===== src/rtl/dac_pkg.sv =====
// Shared types and constants for the DAC SPI serialiser.
// Used by dac_spi_driver and the optional dac_amp_scaler.
package dac_pkg;

    typedef enum logic [1:0] {
        IDLE     = 2'd0,
        SHIFT_LO = 2'd1,
        SHIFT_HI = 2'd2,
        GAP      = 2'd3
    } dac_state_t;

    localparam int          FRAME_BITS          = 16;
    localparam logic [3:0]  CTRL_NIBBLE_DEFAULT = 4'b0011;
    localparam logic [7:0]  MIDSCALE            = 8'h80;

    // DAC write word: command nibble, sample, four don't-care zero bits.
    function automatic logic [FRAME_BITS-1:0] build_word(input logic [3:0] ctrl,
                                                         input logic [7:0] sample);
        return {ctrl, sample, 4'b0000};
    endfunction

endpackage


===== src/rtl/dac_amp_scaler.sv =====
// Combinational amplitude scaler about mid-scale (1x/0.5x/0.25x/0.125x).
// Only instantiated when DAC_AMP_SCALE_EN is defined.
module dac_amp_scaler
    import dac_pkg::*;
(
    input  logic [7:0] sample_in,
    input  logic [1:0] amp_shift,
    output logic [7:0] sample_out
);

    logic signed [9:0] diff;
    logic signed [9:0] scaled;
    logic signed [9:0] sum;

    always_comb begin
        diff   = signed'({2'b00, sample_in}) - signed'({2'b00, MIDSCALE});
        scaled = diff >>> amp_shift;
        sum    = scaled + signed'({2'b00, MIDSCALE});
        if (sum < 10'sd0) begin
            sample_out = 8'h00;
        end else if (sum > 10'sd255) begin
            sample_out = 8'hFF;
        end else begin
            sample_out = sum[7:0];
        end
    end

endmodule


===== src/rtl/dac_spi_driver.sv =====
// Serialises accepted 8-bit samples as 16-bit SPI writes to a serial DAC.
// Optional DAC_AMP_SCALE_EN adds amp_shift and scales the sample about mid-scale.
module dac_spi_driver
    import dac_pkg::*;
#(
    parameter int unsigned CLK_DIV     = 1,
    parameter int unsigned GAP_CYCLES  = 2,
    parameter logic [3:0]  CTRL_NIBBLE = CTRL_NIBBLE_DEFAULT
) (
    input  logic       clk_100kHz,
    input  logic       rst_,
    input  logic [7:0] sample_in,
`ifdef DAC_AMP_SCALE_EN
    input  logic [1:0] amp_shift,
`endif
    input  logic       sample_valid,
    output logic       sample_ready,
    output logic       dac_cs_n,
    output logic       dac_sclk,
    output logic       dac_mosi,
    output logic       busy,
    output logic       frame_done
);

    localparam logic [7:0] DIV_RELOAD = 8'(CLK_DIV - 1);
    localparam logic [7:0] GAP_RELOAD = 8'(GAP_CYCLES - 1);
    localparam logic [3:0] BIT_RELOAD = 4'(FRAME_BITS - 1);

    dac_state_t              state_reg, state_next;
    logic [7:0]              phase_reg, phase_next;
    logic [3:0]              bit_reg, bit_next;
    logic [FRAME_BITS-1:0]   shift_reg, shift_next;
    logic                    cs_n_reg, cs_n_next;
    logic                    sclk_reg, sclk_next;
    logic                    mosi_reg, mosi_next;
    logic                    busy_reg, busy_next;
    logic                    done_reg, done_next;
    logic                    ready_reg, ready_next;
    logic [7:0]              sample_latched;

`ifdef DAC_AMP_SCALE_EN
    dac_amp_scaler u_scaler (
        .sample_in  (sample_in),
        .amp_shift  (amp_shift),
        .sample_out (sample_latched)
    );
`else
    assign sample_latched = sample_in;
`endif

    always_ff @(posedge clk_100kHz) begin
        if (rst_) begin
            state_reg <= IDLE;
            phase_reg <= '0;
            bit_reg   <= '0;
            shift_reg <= '0;
            cs_n_reg  <= 1'b1;
            sclk_reg  <= 1'b0;
            mosi_reg  <= 1'b0;
            busy_reg  <= 1'b0;
            done_reg  <= 1'b0;
            ready_reg <= 1'b1;
        end else begin
            state_reg <= state_next;
            phase_reg <= phase_next;
            bit_reg   <= bit_next;
            shift_reg <= shift_next;
            cs_n_reg  <= cs_n_next;
            sclk_reg  <= sclk_next;
            mosi_reg  <= mosi_next;
            busy_reg  <= busy_next;
            done_reg  <= done_next;
            ready_reg <= ready_next;
        end
    end

    // The phase counter doubles as the inter-frame gap timer.
    always_comb begin
        state_next = state_reg;
        phase_next = phase_reg;
        bit_next   = bit_reg;
        shift_next = shift_reg;
        case (state_reg)
            IDLE: begin
                if (sample_valid && ready_reg) begin
                    state_next = SHIFT_LO;
                    phase_next = DIV_RELOAD;
                    bit_next   = BIT_RELOAD;
                    shift_next = build_word(CTRL_NIBBLE, sample_latched);
                end
            end
            SHIFT_LO: begin
                if (phase_reg == 8'd0) begin
                    state_next = SHIFT_HI;
                    phase_next = DIV_RELOAD;
                end else begin
                    phase_next = phase_reg - 8'd1;
                end
            end
            SHIFT_HI: begin
                if (phase_reg == 8'd0) begin
                    if (bit_reg == 4'd0) begin
                        state_next = GAP;
                        phase_next = GAP_RELOAD;
                        shift_next = '0;
                    end else begin
                        state_next = SHIFT_LO;
                        phase_next = DIV_RELOAD;
                        bit_next   = bit_reg - 4'd1;
                        shift_next = {shift_reg[FRAME_BITS-2:0], 1'b0};
                    end
                end else begin
                    phase_next = phase_reg - 8'd1;
                end
            end
            GAP: begin
                if (phase_reg == 8'd0) begin
                    state_next = IDLE;
                end else begin
                    phase_next = phase_reg - 8'd1;
                end
            end
            default: state_next = IDLE;
        endcase
    end

    // Outputs are registered copies of what the next state implies.
    always_comb begin
        cs_n_next  = 1'b1;
        sclk_next  = 1'b0;
        mosi_next  = 1'b0;
        busy_next  = (state_next != IDLE);
        ready_next = (state_next == IDLE);
        done_next  = (state_reg == SHIFT_HI) && (state_next == GAP);
        if (state_next == SHIFT_LO || state_next == SHIFT_HI) begin
            cs_n_next = 1'b0;
            sclk_next = (state_next == SHIFT_HI);
            mosi_next = shift_next[FRAME_BITS-1];
        end
    end

    assign sample_ready = ready_reg;
    assign dac_cs_n     = cs_n_reg;
    assign dac_sclk     = sclk_reg;
    assign dac_mosi     = mosi_reg;
    assign busy         = busy_reg;
    assign frame_done   = done_reg;

endmodule


===== config.mk =====
export PLATFORM = sky130hd
export DESIGN_NAME = dac_spi_driver
export DESIGN_NICKNAME = d
export VERILOG_FILES = /design/src/rtl/dac_pkg.sv /design/src/rtl/dac_amp_scaler.sv /design/src/rtl/dac_spi_driver.sv
export SDC_FILE = /design/constraint.sdc
export NUM_CORES = 1
export LEC_CHECK = 0
export ABC_AREA = 0
export CAP_MARGIN = 20
export CELL_PAD_IN_SITES_DETAIL_PLACEMENT = 0
export CELL_PAD_IN_SITES_GLOBAL_PLACEMENT = 1
export CORE_ASPECT_RATIO = 2
export CORE_MARGIN = 1.5
export CORE_UTILIZATION = 45
export DETAILED_ROUTE_END_ITERATION = 10
export PLACE_DENSITY = 0.94
export SYNTH_ARGS = -nofsm -noshare
export SYNTH_HDL_FRONTEND = slang
export SYNTH_HIERARCHICAL = 1
export SYNTH_SLANG_ARGS = --single-unit

===== constraint.sdc =====
create_clock -name clk_100kHz -period 5.95 [get_ports clk_100kHz]
set_input_delay 0.595 -clock clk_100kHz [delete_from_list [all_inputs] [get_ports clk_100kHz]]
set_output_delay 0.595 -clock clk_100kHz [all_outputs]
set_load 0.01 [all_outputs]

Word-level counts from Yosys, hierarchy flattened:

Index checks and enable logic that the tools add are counted.

* output and inout bits: 6
* flip-flop bits (word level): 36
* bits of input ports: 11
* word-level logic and storage cells: 58

* reductions and logical operators: 13
* eq/ne operators: 10
* $add $sub $neg: 2
* muxes and demuxes: 21
* bitwise operators: 1

Operator list (number)
* $mux W16: 3
* $mux W8: 4
* $pmux W16 S2: 1
* $pmux W8 S4: 1
* $mux W4: 3
* $mux W2: 5
* $eq A2 B2 Y1 const B: 4
* $logic_not A8 Y1: 1
* $ne A2 B2 Y1 const B: 4
* $pmux W2 S4: 1
* $pmux W4 S2: 1
* $sub A8 B1 Y8 const B: 1
* $eq A2 B1 Y1 const B: 2
* $logic_not A2 Y1: 2
* $logic_not A4 Y1: 1
* $reduce_and A4 Y1: 1
* $reduce_bool A2 Y1: 2
* $sub A4 B1 Y4 const B: 1
* $reduce_and A3 Y1: 1
* $logic_and A1 B1 Y1: 2
* $mux W1: 2
* $reduce_and A2 Y1: 1
* $reduce_or A2 Y1: 1
* $logic_or A1 B1 Y1: 1
* $not A1 Y1: 1

Depth between registers and ports, before layout:

Gate-level depths: netlist of the first run.

* depth after elaboration: 8
* mapped depth: 9
* gate-level depth less buffers: 8

Worst setup path before layout of the first run:

OpenSTA, ideal clock, no wires.

* kind: reg-to-reg
* start: register phase_reg[0]
* end: register sclk_reg, in the netlist dac_sclk
* data required time: 5834 ps
* data arrival time: 1851 ps
* cell stages (with the launch flop): 9
* path buffers: 1
* path slack: 3984 ps
* setup time: 116 ps
* clock period less this slack: 1966 ps
* cell sequence: dfxtp_1 > inv_1 > ha_1 > or4b_1 > buf_2 > nor2_1 > o21a_1 > ha_1 > and3_1

* word-level cells in the longest chain between the ends: 7
* elaborated cells between the ends (all ways): 10
* those cells by class: 2 x eq/ne; 4 x mux; 1 x bitwise; 3 x reduce/logical

Ends and longest elaborated chain
* start, declared: RTL line dac_spi_driver.sv:30 `logic [7:0] phase_reg, phase_next;`
* start signal, assigned: RTL line dac_spi_driver.sv:65 `phase_reg <= phase_next;`
* $logic_not A8 Y1 *: RTL line dac_spi_driver.sv:93, dac_spi_driver.sv:101, dac_spi_driver.sv:117
* $mux W2 (on tied branches): RTL line dac_spi_driver.sv:117, dac_spi_driver.sv:93, dac_spi_driver.sv:101
* $pmux W2 S4 *: RTL line dac_spi_driver.sv:83 `case (state_reg)`
* $eq A2 B1 Y1 / $eq A2 B2 Y1 (equally long branches): RTL line dac_spi_driver.sv:135, dac_spi_driver.sv:137
* $logic_or A1 B1 Y1: RTL line dac_spi_driver.sv:135 `if (state_next == SHIFT_LO || state_next == SHIFT_HI) begin`
* $not A1 Y1 (no line)
* $reduce_or A2 Y1 (no line)
* end signal, assigned: RTL line dac_spi_driver.sv:69 `sclk_reg <= sclk_next;`
* end, declared: RTL line dac_spi_driver.sv:34 `logic sclk_reg, sclk_next;`

Mark *: on every way between the ends. The rest lies on a longest branch, timed or not.
A chain may end at the register's enable or synchronous reset.

Final worst setup path of the first run:

* start: register phase_reg[0]
* end: register bit_reg[3]

* word-level cells in the longest chain between the ends: 3

Ends and longest elaborated chain
* $logic_not A8 Y1: RTL line dac_spi_driver.sv:101 `if (phase_reg == 8'd0) begin`
* $ne A2 B2 Y1 (no line)
* $reduce_and A4 Y1 (no line)
* end signal, assigned: RTL line dac_spi_driver.sv:66 `bit_reg <= bit_next;`
* end, declared: RTL line dac_spi_driver.sv:31 `logic [3:0] bit_reg, bit_next;`

Every way passes these cells.

==> flow_summary.json, run 1 <==
{
  "fin_crit_sh_pct": 40.6,
  "synthFlopType": "dfxtp_1",
  "instances_no_fill": 224,
  "place.detailed.hpwl_um": 2580,
  "worstPathMaxFanout": 14,
  "utilization_pct": 54.5,
  "syn_inst": 177,
  "initial_core_util_pct": 46.7,
  "gp_congestion": 0.754,
  "critical_path_depth": 6,
  "yosysSeqAreaShare_pct": 44.4,
  "peakVddDrop_uv": 236,
  "cts_made_buffers": 5,
  "pwr-share-comb_pct": 46.2,
  "postCtsSetupBuffers": 0,
  "synth_fp_nets": 193,
  "hold_depth": 2,
  "htreeDepth": 2,
  "max_stage_delay_ns": 0.74,
  "period_needed_ns": 2.42,
  "cp-start-kind": "flop",
  "drc": 0,
  "tns_ns": 0,
  "via_per_inst": 6.13,
  "sw_frac_of_total_pct": 41.0,
  "clock_path_buffers": 2,
  "rsz0062_at_grt": "no",
  "drive_gt1_share_pct": 8.33,
  "antenna_found_initial": 0,
  "rows": 30,
  "cts_tree": "done",
  "grt_overflow_total": 0,
  "reg2reg_slack_ns": 3.53,
  "ys_seq_elements": 35,
  "grt_pass1_wl_um": 5840,
  "coreArea_um2": 3380,
  "fillCellCount": 329,
  "wire_per_inst_um": 15.6,
  "path_class": "flop to flop",
  "p_leak_nw": 0.701,
  "clock_sink_count": 35,
  "finalWirelength_um": 3500,
  "drv_cap": 0,
  "netlist_area_um2": 1580,
  "hold_class": "flop to flop",
  "grtUsageTotal_pct": 20.2,
  "required_ns": 6.08,
  "grt_pass1_vias": 1321,
  "crit_buf_inv": 1,
  "hold_buffers": 0,
  "slew_violations": 0,
  "end_kind": "flop",
  "fin_area_um2": 1840,
  "first_pass_iters": 4,
  "cts_resized": 0,
  "p_clk_share_pct": 18.3,
  "setup_violations": 0,
  "outcome": "complete, no violations",
  "clockRootBuffer": "clkbuf_8",
  "ff2ff_path_depth": 6,
  "worstMarginPinSlew_ns": 0.941,
  "syn_avg_cell_area_um2": 8.91,
  "cellPowerDensity_nw_per_um2": 547,
  "nets": 207,
  "ys_types": 41,
  "clk_pin_slew_ns": 0.07,
  "dieArea_um2": 3890,
  "insertion_delay_ns": 0.28,
  "via_count": 1373,
  "fin_skew_ns": 0.00682,
  "ios": 17,
  "grt_max_degree": 26,
  "crit_family": "simple AND/OR/NAND/NOR gates",
  "yosys_warnings": 6,
  "slowest_stage": "nor4_4",
  "intPower_w": 0.000594,
  "die_h_um": 86.7,
  "drt_iter0_drc": 67,
  "placed_area_um2": 1740,
  "die_x_um": 44.9,
  "numPortBuffers": 16,
  "slew_headroom_pct": 37.1,
  "fmax_mhz": 414,
  "largest_reg_flops": 15,
  "switchingPower_w": 0.000413,
  "hold_violations": 0,
  "place_inst": 216,
  "synth_edf_count": 0,
  "synthArstFlopShare_pct": 0,
  "diodes": 0,
  "seqPwrFrac_pct": 35.5,
  "cp.arrival_ns": 2.55,
  "cp_cell_sequence": "inv_1 > ha_1 > or4b_1 > nor4_4 > a21bo_2 > a31oi_2",
  "ant_nets": 0,
  "area_delta_synth_final_pct": 16.8
}
-- placed cells by master (no fill, tap or decap), types with 2 or more instances in the layout --
| cell type | n |
|---|---|
| dfxtp_1 | 35 |
| a21oi_1 | 17 |
| clkdlybuf4s50_1 | 16 |
| nor2_1 | 13 |
| nand2_1 | 13 |
| a22oi_1 | 12 |
| inv_1 | 10 |
| or3_1 | 8 |
| o21ai_0 | 7 |
| clkbuf_8 | 7 |
| nor3_1 | 5 |
| ha_1 | 5 |
| a31oi_1 | 4 |
| and3_1 | 3 |
| a211oi_1 | 3 |
| or4_1 | 3 |
| nor2b_1 | 2 |
| o211ai_1 | 2 |
| nand3_1 | 2 |
| o31ai_1 | 2 |
| buf_4 | 2 |
-- metrics by stage --
step | hold WS, ns | power (W) | setup slack [ns]
after global placement | 0.441 | 0.000797 | 3.41
after CTS | 0.461 | 0.00101 | 3.51
after floorplan | 0.432 | 0.000700 | 3.98
after global routing | 0.477 | 0.00108 | 3.38
after detailed placement | 0.452 | 0.000822 | 3.38
final | 0.457 | 0.00101 | 3.53
-- power by group through the flow --
stage               Clock, W  Combinational [W]  Sequential (W)
detailed placement         0           0.000462        0.000360
global placement           0           0.000443        0.000354
CTS                 0.000189           0.000465        0.000355
finish              0.000184           0.000465        0.000358
floorplan                  0           0.000362        0.000338
global route        0.000198           0.000522        0.000364
-- synth_stat cells, drive strengths merged (3+ instances only) --
cell,count,area [um2]
a22oi,12,90.1
a211oi,3,22.5
or3,8,50.1
a21oi,17,85.1
inv,10,37.5
dfxtp,35,701
and3,3,18.8
nand2,13,48.8
ha,5,62.6
a31oi,5,37.5
clkbuf,9,33.8
or4,3,22.5
nor2,13,48.8
nor3,5,25.0
o21ai,7,35.0
-- worst min-delay path: cells and delay by family (launching register included) --
kind,cells,cell delay [ns]
AOI/OAI and AO/OA,1,0.05
DFF,1,0.31
and+or+nand+nor,1,0.05
-- per-layer routing --
metal  share of wire [%]  vias to the layer above  wire length (um)  global-route usage [%]
met3                 4.5                        8               156                    3.54
met5                   0                        -                 0                       0
met1                  38                      647              1330                    20.7
li1                    -                      676                 -                       -
met2                  55                       42              1940                    36.1
met4                 2.2                        0                76                    11.5
-- worst paths after layout --
| kind | startpoint | endpoint |
|---|---|---|
| setup / recovery | phase_reg[0] | bit_reg[3] |
| setup reg to reg | phase_reg[0] | bit_reg[3] |
| hold / removal | shift_reg[6] | shift_reg[6] |
| hold reg to reg | shift_reg[6] | shift_reg[6] |
-- area by class of cell --
type	instances	area (um2)	area share, %
clock buffers	8	100	5.43
inverters	10	37.5	2.04
multi-input cells	121	788	42.8
flip-flops and latches	35	701	38.0
well taps	32	40.0	2.17
repair buffers	18	175	9.51
-- cell families after synthesis --
family	after synthesis	synth area share [%]
AND/OR/NAND/NOR	60	22.4
AO/OA/AOI/OAI	56	23.7
buffers and inverters	21	5.56
flip-flops	35	44.4
adder cells (fa/ha/maj)	5	3.97
No activity file was read; power rests on OpenSTA's default activity.
==> run 2, diff against run 1 <==
CORE_UTILIZATION = 38   (was 45)
PLACE_DENSITY = 0.85   (was 0.94)
clock period = 2.1 ns   (was 5.95 ns; I/O delays follow)
==> run 2 against run 1 <==
Combinational power rose to 3.4 times the previous value. Worst hold slack worse by 0.0069 ns. First-iteration DRC count down 72%. Final area up 8.7%. Non-clock buffer count up 13. Sequential cell count unchanged. Core utilization down 5.0 points. Critical path depth up 1. Clock power rose to 2.9 times the previous value. Largest cell class unchanged. Highest routed layer unchanged.
==> flow_summary.json, run 2 (synthesized netlist as in run 1, its figures left out) <==
{
  "drive_gt1_share_pct": 15.6,
  "intPower_w": 0.00188,
  "outcome": "complete, no violations",
  "required_ns": 2.29,
  "postCtsSetupBuffers": 0,
  "die_x_um": 48.5,
  "area_delta_synth_final_pct": 27.0,
  "final_cell_mix": "dfxtp_1 (35), a21oi_1 (17), clkdlybuf4s50_1 (16), buf_4 (14)",
  "slew_headroom_pct": 66.2,
  "crit_buf_inv": 1,
  "max_stage_delay_ns": 0.53,
  "final_common_cell": "dfxtp_1",
  "ios": 17,
  "coreArea_um2": 4050,
  "finalPower_w": 0.00311,
  "ant_nets": 0,
  "p_clk_share_pct": 17.4,
  "slew_violations": 0,
  "peakVddDrop_uv": 1070,
  "hold_class": "flop to flop",
  "grt_pass1_wl_um": 6290,
  "worstPathMaxFanout": 5,
  "cp_cell_sequence": "inv_1 > ha_1 > or4b_4 > nor4_4 > a21oi_1 > ha_1 > and3_1",
  "clockRootBuffer": "clkbuf_8",
  "rsz0062_at_grt": "no",
  "antenna_found_initial": 0,
  "gp_congestion": 0.801,
  "drv_cap": 0,
  "largest_reg_flops": 15,
  "worst_path_most_repeated_cell": "ha_1",
  "grt_max_degree": 25,
  "via_count": 1403,
  "end_kind": "flop",
  "htreeDepth": 2,
  "drt_iter0_drc": 19,
  "cp.arrival_ns": 2.17,
  "cts_made_buffers": 5,
  "pwr-share-comb_pct": 50.4,
  "hold_violations": 0,
  "worstMarginPinSlew_ns": 0.506,
  "diodes": 0,
  "fillCellCount": 431,
  "clk_pin_slew_ns": 0.07,
  "die_h_um": 94.1,
  "tns_ns": 0,
  "sw_frac_of_total_pct": 39.7,
  "grtUsageTotal_pct": 17.9,
  "fmax_mhz": 507,
  "nets": 220,
  "clock_path_buffers": 2,
  "switchingPower_w": 0.00123,
  "hold_buffers": 0,
  "dieArea_um2": 4570,
  "clock_sink_count": 35,
  "grt_overflow_total": 0,
  "cp-start-kind": "flop",
  "setup_violations": 0,
  "cellPowerDensity_nw_per_um2": 1550,
  "place.detailed.hpwl_um": 2680,
  "first_pass_iters": 4,
  "initial_core_util_pct": 39.0,
  "grt_pass1_vias": 1394,
  "via_per_inst": 5.46,
  "numPortBuffers": 16,
  "wire_per_inst_um": 14.1,
  "path_class": "flop to flop",
  "slowest_stage": "or4b_4",
  "period_needed_ns": 1.97,
  "crit_family": "simple AND/OR/NAND/NOR gates",
  "utilization_pct": 49.5,
  "fin_crit_sh_pct": 93.9,
  "p_leak_nw": 0.770,
  "finalWirelength_um": 3610,
  "rows": 33,
  "insertion_delay_ns": 0.29,
  "seqPwrFrac_pct": 32.2,
  "drc": 0,
  "fin_skew_ns": 0.0103,
  "cts_tree": "done"
}
==> run 2: changes by cell type in the layout (fill, tap and decap cells not counted), sizes merged <==
cell and change:
buf +13
==> run 2: power groups by stage <==
stage | combinational [W] | sequential (W) | clock, W
CTS | 0.00154 | 0.000995 | 0.000555
global route | 0.00175 | 0.00103 | 0.000584
floorplan | 0.00103 | 0.000958 | 0
detailed placement | 0.00153 | 0.00101 | 0
global placement | 0.00151 | 0.00100 | 0
finish | 0.00157 | 0.00100 | 0.000541
==> run 2: final timing paths <==
path                 from            to  slack (ns)  cells past startpoint
max          phase_reg[1]      dac_sclk        0.13                      7
min          shift_reg[8]  shift_reg[8]        0.45                      2
max reg2reg  phase_reg[1]      dac_sclk        0.13                      7
min reg2reg  shift_reg[8]  shift_reg[8]        0.45                      2
==> run 2: cell type report <==
type	count	area [um2]	share of cell area, %
timing repair buffer	31	285	14.3
tap	52	65.1	3.25
multi-input combinational	121	813	40.6
inverter	10	37.5	1.88
clock buffer	8	100	5.00
sequential	35	701	35.0
==> run 2: worst min-delay path, stage by stage (launching register included) <==
cell and delay, ns:
dfxtp_1 0.31, nand2_1 0.05, a21oi_1 0.05
==> run 2: timing repair <==
item                       CTS  global route
hold endpoints to repair     0             0
resized for setup            0             3
setup endpoints to repair    0             6
==> run 2: layer usage <==
metal	vias up	track usage [%]	share of wire, %
met3	10	3.98	2.1
met2	15	33.0	58
met1	681	17.9	37
met4	0	11.0	3.1
li1	697	-	-
met5	-	0	0
==> run 2: stage by stage <==
step	setup slack, ns	instances	hold slack [ns]	cell area (um2)
2_1_floorplan	0.134	177	0.424	1580
3_3_place_gp	0.0627	249	0.442	1880
3_5_place_dp	0.0179	249	0.445	1880
4_1_cts	0.00727	257	0.454	1980
5_1_grt	0.00879	257	0.479	2000
6_report	0.128	257	0.450	2000
==> run 3, diff against run 2 <==
CTS_CLUSTER_SIZE = 14   (was default)
RECOVER_POWER = 50   (was default)
TNS_END_PERCENT = 50   (was default)
==> run 3 against run 2 <==
Sequential power hardly changed. Cell count stayed put. Via count is 0.78% higher. Final area is 0.62% lower. Maximum frequency hardly changed. Sequential share of layout area is 0.22 points higher. Register-to-register slack hardly changed. Largest cell class unchanged. Highest routed layer unchanged.
==> flow_summary.json, run 3 (synthesized netlist as in run 1, its figures left out) <==
{
  "clockRootBuffer": "clkbuf_8",
  "slew_headroom_pct": 70.3,
  "clock_sink_count": 35,
  "finalWirelength_um": 3620,
  "antenna_found_initial": 0,
  "worstMarginPinSlew_ns": 0.443,
  "nets": 220,
  "worstPathMaxFanout": 14,
  "grt_max_degree": 25,
  "placed_area_um2": 1880,
  "hold_class": "flop to flop",
  "fmax_mhz": 507,
  "first_pass_iters": 4,
  "grtUsageTotal_pct": 17.9,
  "cp-start-kind": "flop",
  "largest_reg_flops": 15,
  "diodes": 0,
  "numPortBuffers": 16,
  "drt_iter0_drc": 31,
  "cellPowerDensity_nw_per_um2": 1540,
  "fin_area_um2": 1990,
  "cts_tree": "done",
  "hold_depth": 2,
  "cp.arrival_ns": 2.14,
  "slowest_stage": "or4b_4",
  "outcome": "complete, no violations",
  "dieArea_um2": 4570,
  "crit_family": "simple AND/OR/NAND/NOR gates",
  "final_common_cell": "dfxtp_1",
  "wire_per_inst_um": 14.1,
  "rows": 33,
  "setup_violations": 0,
  "place.detailed.hpwl_um": 2680,
  "slew_violations": 0,
  "via_count": 1414,
  "grt_overflow_total": 0,
  "grt_pass1_vias": 1394,
  "drv_cap": 0,
  "rsz0062_at_grt": "no",
  "grt_pass1_wl_um": 6290,
  "max_stage_delay_ns": 0.53,
  "ff2ff_path_depth": 7,
  "drive_gt1_share_pct": 15.1,
  "critical_path_depth": 7,
  "die_x_um": 48.5,
  "path_class": "flop to flop",
  "fin_crit_sh_pct": 93.8,
  "drc": 0,
  "required_ns": 2.27,
  "postCtsSetupBuffers": 0,
  "die_h_um": 94.1,
  "htreeDepth": 2,
  "ant_nets": 0,
  "initial_core_util_pct": 39.0,
  "crit_buf_inv": 2,
  "coreArea_um2": 4050,
  "area_delta_synth_final_pct": 26.2,
  "fin_skew_ns": 0.0115,
  "cts_made_buffers": 5,
  "finalPower_w": 0.00307,
  "clock_path_buffers": 2,
  "tns_ns": 0,
  "via_per_inst": 5.50,
  "p_leak_nw": 0.776,
  "ios": 17,
  "final_cell_mix": "dfxtp_1 (35), a21oi_1 (17), nor2_1 (13), nand2_1 (13), buf_4 (13)",
  "gp_congestion": 0.801,
  "clk_pin_slew_ns": 0.07,
  "cp_cell_sequence": "inv_1 > ha_1 > or4b_4 > nor4_2 > buf_12 > a21bo_2 > a31oi_2",
  "period_needed_ns": 1.97,
  "hold_violations": 0,
  "peakVddDrop_uv": 1070,
  "end_kind": "flop",
  "insertion_delay_ns": 0.29
}
==> run 3: cell count changes in the layout (fill, tap and decap cells not counted), sizes merged <==
cell,delta
buf,-1
clkbuf,+1
dlygate4sd3,+6
clkdlybuf4s50,-6
==> run 3: tightest hold or removal path: stages, from the launching register on <==
cell	delay (ns)
dfxtp_1	0.31
nand2_1	0.05
a21oi_1	0.05
==> run 3: final timing paths <==
path | start | to | slack (ns)
setup / recovery | phase_reg[1] | bit_reg[3] | 0.13
hold / removal | shift_reg[8] | shift_reg[8] | 0.45
setup reg to reg | phase_reg[1] | bit_reg[3] | 0.13
hold reg to reg | shift_reg[8] | shift_reg[8] | 0.45
==> run 3: final cells by class <==
type	instances	area, um2
clock buffer	8	100
fill	432	2060
inverter	10	37.5
multi-input combinational	121	805
sequential	35	701
tap	52	65.1
timing repair buffer	31	282
==> run 3: power by group <==
| part | total (W) | internal [W] | leakage, nW | switching [W] |
|---|---|---|---|---|
| combinational | 0.00153 | 0.000709 | 0.437 | 0.000818 |
| clock | 0.000542 | 0.000299 | 0.0515 | 0.000242 |
| sequential | 0.00100 | 0.000840 | 0.287 | 0.000160 |
==> run 3: per-stage QoR <==
stage	setup WS (ns)	utilization [%]	cells	hold slack, ns
2_1_floorplan	0.134	-	177	0.424
3_3_place_gp	0.0627	46.5	249	0.442
3_5_place_dp	0.0179	46.5	249	0.445
4_1_cts	0.00727	49.0	257	0.454
5_1_grt	0.0182	49.2	257	0.479
6_report	0.129	49.2	257	0.450
==> run 3: layer usage <==
layer  global-route usage [%]  part of all wire, %  wire length, um
met2                     33.0                   57             2080
met1                     17.9                   37             1330
met3                     3.98                  2.7               99
met5                        0                    0                0
met4                     11.0                  3.1              112
==> run 3: timing repair <==
item / CTS / global route
hold buffers: 0 / 0
resized for setup: 0 / 3
setup endpoints to repair: 0 / 6
